===== src/rtl/alu_share_arbiter.sv =====
// Two-port valid/ready arbiter in front of a single combinational RV32I ALU.
// Define ALU_ARB_RR_EN for round-robin arbitration; otherwise requester 0 has fixed priority.
//
// state | meaning
// IDLE  | waiting for a request; winner accepted on valid && ready
// EXEC  | ALU evaluates the registered operands; result captured
// RESP  | result held for the granted requester until its rsp_ready
module alu_share_arbiter #(
   parameter int WIDTH  = 32,
   parameter int CTRL_W = 4
) (
   input  logic              clk,
   input  logic              rst,
   input  logic              r0_valid,
   output logic              r0_ready,
   input  logic [WIDTH-1:0]  r0_a,
   input  logic [WIDTH-1:0]  r0_b,
   input  logic [CTRL_W-1:0] r0_ctrl,
   output logic              r0_rsp_valid,
   input  logic              r0_rsp_ready,
   output logic [WIDTH-1:0]  r0_result,
   input  logic              r1_valid,
   output logic              r1_ready,
   input  logic [WIDTH-1:0]  r1_a,
   input  logic [WIDTH-1:0]  r1_b,
   input  logic [CTRL_W-1:0] r1_ctrl,
   output logic              r1_rsp_valid,
   input  logic              r1_rsp_ready,
   output logic [WIDTH-1:0]  r1_result,
   output logic [WIDTH-1:0]  alu_a,
   output logic [WIDTH-1:0]  alu_b,
   output logic [CTRL_W-1:0] alu_control,
   input  logic [WIDTH-1:0]  alu_result,
   output logic              busy,
   output logic              grant_id
);
   typedef enum logic [1:0] {S_IDLE = 2'd0, S_EXEC = 2'd1, S_RESP = 2'd2} state_t;

   state_t            state_q, state_d;
   logic              grant_q, grant_d;
   logic [WIDTH-1:0]  alu_a_q, alu_a_d, alu_b_q, alu_b_d;
   logic [WIDTH-1:0]  result_q, result_d;
   logic [CTRL_W-1:0] ctrl_q, ctrl_d;
   logic              winner, accept, rsp_ready_g;
`ifdef ALU_ARB_RR_EN
   logic              ptr_q, ptr_d;
`endif

   // Winner is only meaningful when its own valid is high; ready is gated by valid.
   always_comb begin
`ifdef ALU_ARB_RR_EN
      winner = (r0_valid && r1_valid) ? ptr_q : r1_valid;
`else
      winner = !r0_valid;
`endif
   end

   assign accept      = (state_q == S_IDLE) && (winner ? r1_valid : r0_valid);
   assign rsp_ready_g = grant_q ? r1_rsp_ready : r0_rsp_ready;

   always_comb begin
      state_d  = state_q;
      grant_d  = grant_q;
      alu_a_d  = alu_a_q;
      alu_b_d  = alu_b_q;
      ctrl_d   = ctrl_q;
      result_d = result_q;
`ifdef ALU_ARB_RR_EN
      ptr_d    = ptr_q;
`endif
      case (state_q)
         S_IDLE: begin
            if (accept) begin
               alu_a_d = winner ? r1_a    : r0_a;
               alu_b_d = winner ? r1_b    : r0_b;
               ctrl_d  = winner ? r1_ctrl : r0_ctrl;
               grant_d = winner;
               state_d = S_EXEC;
            end
         end
         S_EXEC: begin
            result_d = alu_result;
            state_d  = S_RESP;
         end
         S_RESP: begin
            if (rsp_ready_g) begin
               state_d = S_IDLE;
`ifdef ALU_ARB_RR_EN
               ptr_d   = !grant_q;
`endif
            end
         end
         default: state_d = S_IDLE;
      endcase
   end

   always_ff @(posedge clk or posedge rst) begin
      if (rst) begin
         state_q  <= S_IDLE;
         grant_q  <= 1'b0;
         alu_a_q  <= '0;
         alu_b_q  <= '0;
         ctrl_q   <= '0;
         result_q <= '0;
`ifdef ALU_ARB_RR_EN
         ptr_q    <= 1'b0;
`endif
      end else begin
         state_q  <= state_d;
         grant_q  <= grant_d;
         alu_a_q  <= alu_a_d;
         alu_b_q  <= alu_b_d;
         ctrl_q   <= ctrl_d;
         result_q <= result_d;
`ifdef ALU_ARB_RR_EN
         ptr_q    <= ptr_d;
`endif
      end
   end

   assign r0_ready     = (state_q == S_IDLE) && r0_valid && !winner;
   assign r1_ready     = (state_q == S_IDLE) && r1_valid && winner;
   assign r0_rsp_valid = (state_q == S_RESP) && !grant_q;
   assign r1_rsp_valid = (state_q == S_RESP) && grant_q;
   assign r0_result    = result_q;
   assign r1_result    = result_q;
   assign alu_a        = alu_a_q;
   assign alu_b        = alu_b_q;
   assign alu_control  = ctrl_q;
   assign busy         = (state_q != S_IDLE);
   assign grant_id     = grant_q;
endmodule


===== config.mk =====
export PLATFORM = sky130hd
export DESIGN_NAME = alu_share_arbiter
export DESIGN_NICKNAME = d
export VERILOG_FILES = /design/src/rtl/alu_share_arbiter.sv
export SDC_FILE = /design/constraint.sdc
export NUM_CORES = 1
export LEC_CHECK = 0
export ABC_AREA = 1
export CORE_AREA = 3 3 121 123
export DETAILED_ROUTE_END_ITERATION = 8
export DIE_AREA = 0 0 124 126
export DONT_BUFFER_PORTS = 1
export PLACE_DENSITY = 0.64
export REMOVE_ABC_BUFFERS = 1
export SLEW_MARGIN = 5
export SYNTH_ARGS = -nofsm -noshare
export SYNTH_HDL_FRONTEND = slang
export SYNTH_SLANG_ARGS = --single-unit

===== constraint.sdc =====
create_clock -name clk -period 3.4 [get_ports clk]
set_input_delay 0.68 -clock clk [delete_from_list [all_inputs] [get_ports clk]]
set_output_delay 0.68 -clock clk [all_outputs]
set_load 0.01 [all_outputs]

==> flow_metrics.py <==
metrics = {
    "drt": {
        "detail_route.wirelength_um": 14200,
        "drtAntennaViolNets": 0,
        "drcViolationCount": 0,
        "drt_iter0_drc": 153,
        "routed_wire_per_std_cell_um": 17.1,
        "detailroute.via_count": 4017,
        "first_pass_iteration_count_of_the_detailed_router": 5,
        "post_drt_via_cell_ratio": 4.83,
    },
    "yosys": {
        "most_frequent_cells_after_synthesis": "sky130_fd_sc_hd__nand2_1 (479), sky130_fd_sc_hd__dfrtp_1 (103), sky130_fd_sc_hd__buf_4 (34), sky130_fd_sc_hd__nand3_1 (34), sky130_fd_sc_hd__buf_2 (24)",
        "yosys_warnings": 0,
        "synthSimpleGateAreaFrac_pct": 39.7,
        "synth_top_area_share_pct": 50.6,
        "muxShareOfSynthArea_pct": 0,
        "fraction_of_synthesized_cell_area_in_xor_and_xnor_cells_pct": 0,
        "synth.ff_latch_count": 103,
        "postSynth.topFlopCell": "sky130_fd_sc_hd__dfrtp_1",
        "ys_seq_area_share_pct": 50.6,
        "synth-edff-count": 0,
        "yosysMostFrequentCell": "sky130_fd_sc_hd__nand2_1",
        "syn_area_per_cell_um2": 7.23,
        "largest_family_of_logic_cells_by_synthesized_area": "simple AND/OR/NAND/NOR gates",
        "yosys.area_share.adder_pct": 0,
        "synth.largest_area_cell": "sky130_fd_sc_hd__dfrtp_1",
        "synth-compound-area-share_pct": 0,
        "synth_area_leaders": "sky130_fd_sc_hd__dfrtp_1 (51%), sky130_fd_sc_hd__nand2_1 (35%), sky130_fd_sc_hd__buf_4 (5.0%)",
        "syn-instance-count": 704,
        "synthesis.area_mm2": 0.00509,
        "synth_cell_type_count": 15,
        "share_of_synthesized_flip_flops_with_an_asynchronous_set_or_reset_pct": 100,
    },
    "die": {
        "chipHeight_um": 126,
        "die_area_mm2": 0.0156,
        "initial_cell_density_of_the_core_pct": 37.0,
        "core_area_mm2": 0.0138,
        "num_io_pins": 312,
        "die_w_um": 124,
        "placement_rows": 43,
    },
    "clock_tree": {
        "tritoncts_num_sinks": 103,
        "root_buffer": "sky130_fd_sc_hd__clkbuf_16",
        "insertion_delay_of_the_later_clocked_pin_in_the_worst_skew_pair_ps": 340,
        "clock_tree.htree_level_count": 3,
        "clockBufferDepth": 2,
        "post_cts.resized_instances": 0,
        "cts_hold_buf": 0,
        "clock_tree_from_tritoncts": "built",
        "cts_made_buffers": 9,
        "clk_pin_slew_ps": 70,
        "post-cts-setup-buffers": 0,
    },
    "run_status": {
        "status": "finished clean",
    },
    "final_layout": {
        "drive_above_1_share_pct": 4.15,
        "design.final.nets": 822,
        "antenna_cells": 0,
        "n_fill_cell": 1403,
        "final_core_utilization_pct": 37.9,
        "syn2layout_area_growth_pct": 2.41,
    },
    "power": {
        "netSwitchingFraction_pct": 44.5,
        "power.clock.fraction_pct": 20.7,
        "pwr_density_cell_mw_per_mm2": 992,
        "seqPwrFrac_pct": 53.3,
        "power.combinational.fraction_pct": 25.9,
        "p_int_w": 0.00287,
        "power_dissipated_by_switching_net_loads_w": 0.00230,
        "static_leak_nw": 2.98,
        "vdd.ir_drop.worst_mv": 0.304,
    },
    "placement": {
        "pre_cts_slack_ps": 1060,
        "io_buffers": 0,
        "routabilityCongestion": 0.761,
        "dp_hpwl_um": 10400,
    },
    "worst_setup_path": {
        "crit_required_ps": 2720,
        "rrSetupSlack_ps": 1290,
        "kind_of_end_point_of_the_critical_path": "output port",
        "timing_worst_setup_path_type": "flip-flop to output port",
        "critical_path.max_fanout": 35,
        "r2r_endpoint": "r0_result[7]",
        "reg2reg_depth": 4,
        "worst_setup_path_start_kind": "flip-flop",
        "cp_data_arrival_time_ps": 1710,
        "critical_path.reg2reg.startpoint": "state_q[1]",
    },
    "job": {
        "max_cap_viol_count": 0,
    },
    "grt": {
        "grt_antenna_before_repair": 0,
        "grtUsageTotal_pct": 17.2,
        "grt.overflow.total": 0,
        "via_count_of_the_first_global_routing_pass": 3694,
        "grt_max_degree": 72,
        "global_route_wire_length_before_repair_um": 20500,
    },
    "hold_path": {
        "min_path_type": "primary input to asynchronous set/reset pin",
    },
    "timing": {
        "worst_pin_slew_ps": 1090,
        "fmax_ghz": 0.418,
        "final.setup.tns_ps": 0,
        "hold_viol": 0,
        "final_period_minus_worst_setup_slack_ps": 2390,
        "fin_worst_skew_ps": 13.9,
        "postLayoutSetupSlackWorst_ps": 1010,
        "finalSetupViolations": 0,
        "timing_max_transition_violations_final": 0,
        "min_period_over_period_pct": 70.3,
        "setup_repair_after_global_routing_missed_its_margin": "no",
        "max-slew-margin-rel_pct": 27.3,
    },
}
[worst max-delay path, cell delays in order (launching register included)]
cell and delay [ps]:
sky130_fd_sc_hd__dfrtp_1 390, sky130_fd_sc_hd__inv_2 450, sky130_fd_sc_hd__nand2_2 240, sky130_fd_sc_hd__nor2_1 300
[layer usage]
layer / routed length (µm) / global-route usage, % / vias up
met3: 1700 / 6.87 / 13
met4: 215 / 5.99 / 0
met5: 0 / 0 / -
li1: - / - / 1978
met2: 7140 / 30.2 / 219
met1: 5120 / 18.5 / 1807
[per-stage QoR]
step           hold WS [ps]  cells  instance area [µm²]  power (W)
6_report                281    831                 5210    0.00517
3_5_place_dp            541    817                 4910    0.00417
4_1_cts                 301    831                 5210    0.00526
2_1_floorplan           515    633                 4630    0.00356
5_1_grt                 323    831                 5210    0.00560
3_3_place_gp            541    817                 4910    0.00413
[power by group through the flow]
stage	Combinational, W	Clock (W)	Sequential [W]
floorplan	0.000983	0	0.00258
global placement	0.00133	0	0.00280
detailed placement	0.00138	0	0.00279
CTS	0.00138	0.00111	0.00278
global route	0.00158	0.00116	0.00286
finish	0.00134	0.00107	0.00276
[layout by cell type (no fill, tap or decap), drive strengths merged]
cell,instances
nand2,481
nand3,34
clkbuf,10
dfrtp,103
buf,4
inv,8
clkinvlp,1
clkinv,1
bufinv,2
nor2,7
[final cells by class]
class	instances	area, µm²	area share [%]
clock buffers	10	229	4.39
clock inverters	4	72.6	1.39
inverters	8	35.0	0.672
multi-input cells	522	2020	38.7
flip-flops and latches	103	2580	49.4
well taps	180	225	4.32
repair buffers	4	55.1	1.06
[flip-flops by register name, summed over array words and instances, names as in the netlist]
name and flops:
alu_b 32, state_q 2, r0_result 32, grant_id 1
alu_control 4, alu_a 32
[how the worst max path moves through the flow]
stage	endpoint	from	depth (start not counted)	slack (ps)
floorplan	alu_a[0]	rst	1	20
global placement	alu_b[3]	r0_valid	6	1080
detailed placement	alu_b[12]	r0_valid	6	1060
CTS	r0_ready	state_q[1]	3	970
global route	r0_ready	state_q[1]	3	840
finish	r0_ready	state_q[1]	3	1010
[cells by family after synthesis]
| kind of cell | after synthesis |
|---|---|
| buffers and inverters | 79 |
| and+or+nand+nor | 522 |
| DFF | 103 |
Note: power is estimated with default switching activity, not from simulation.
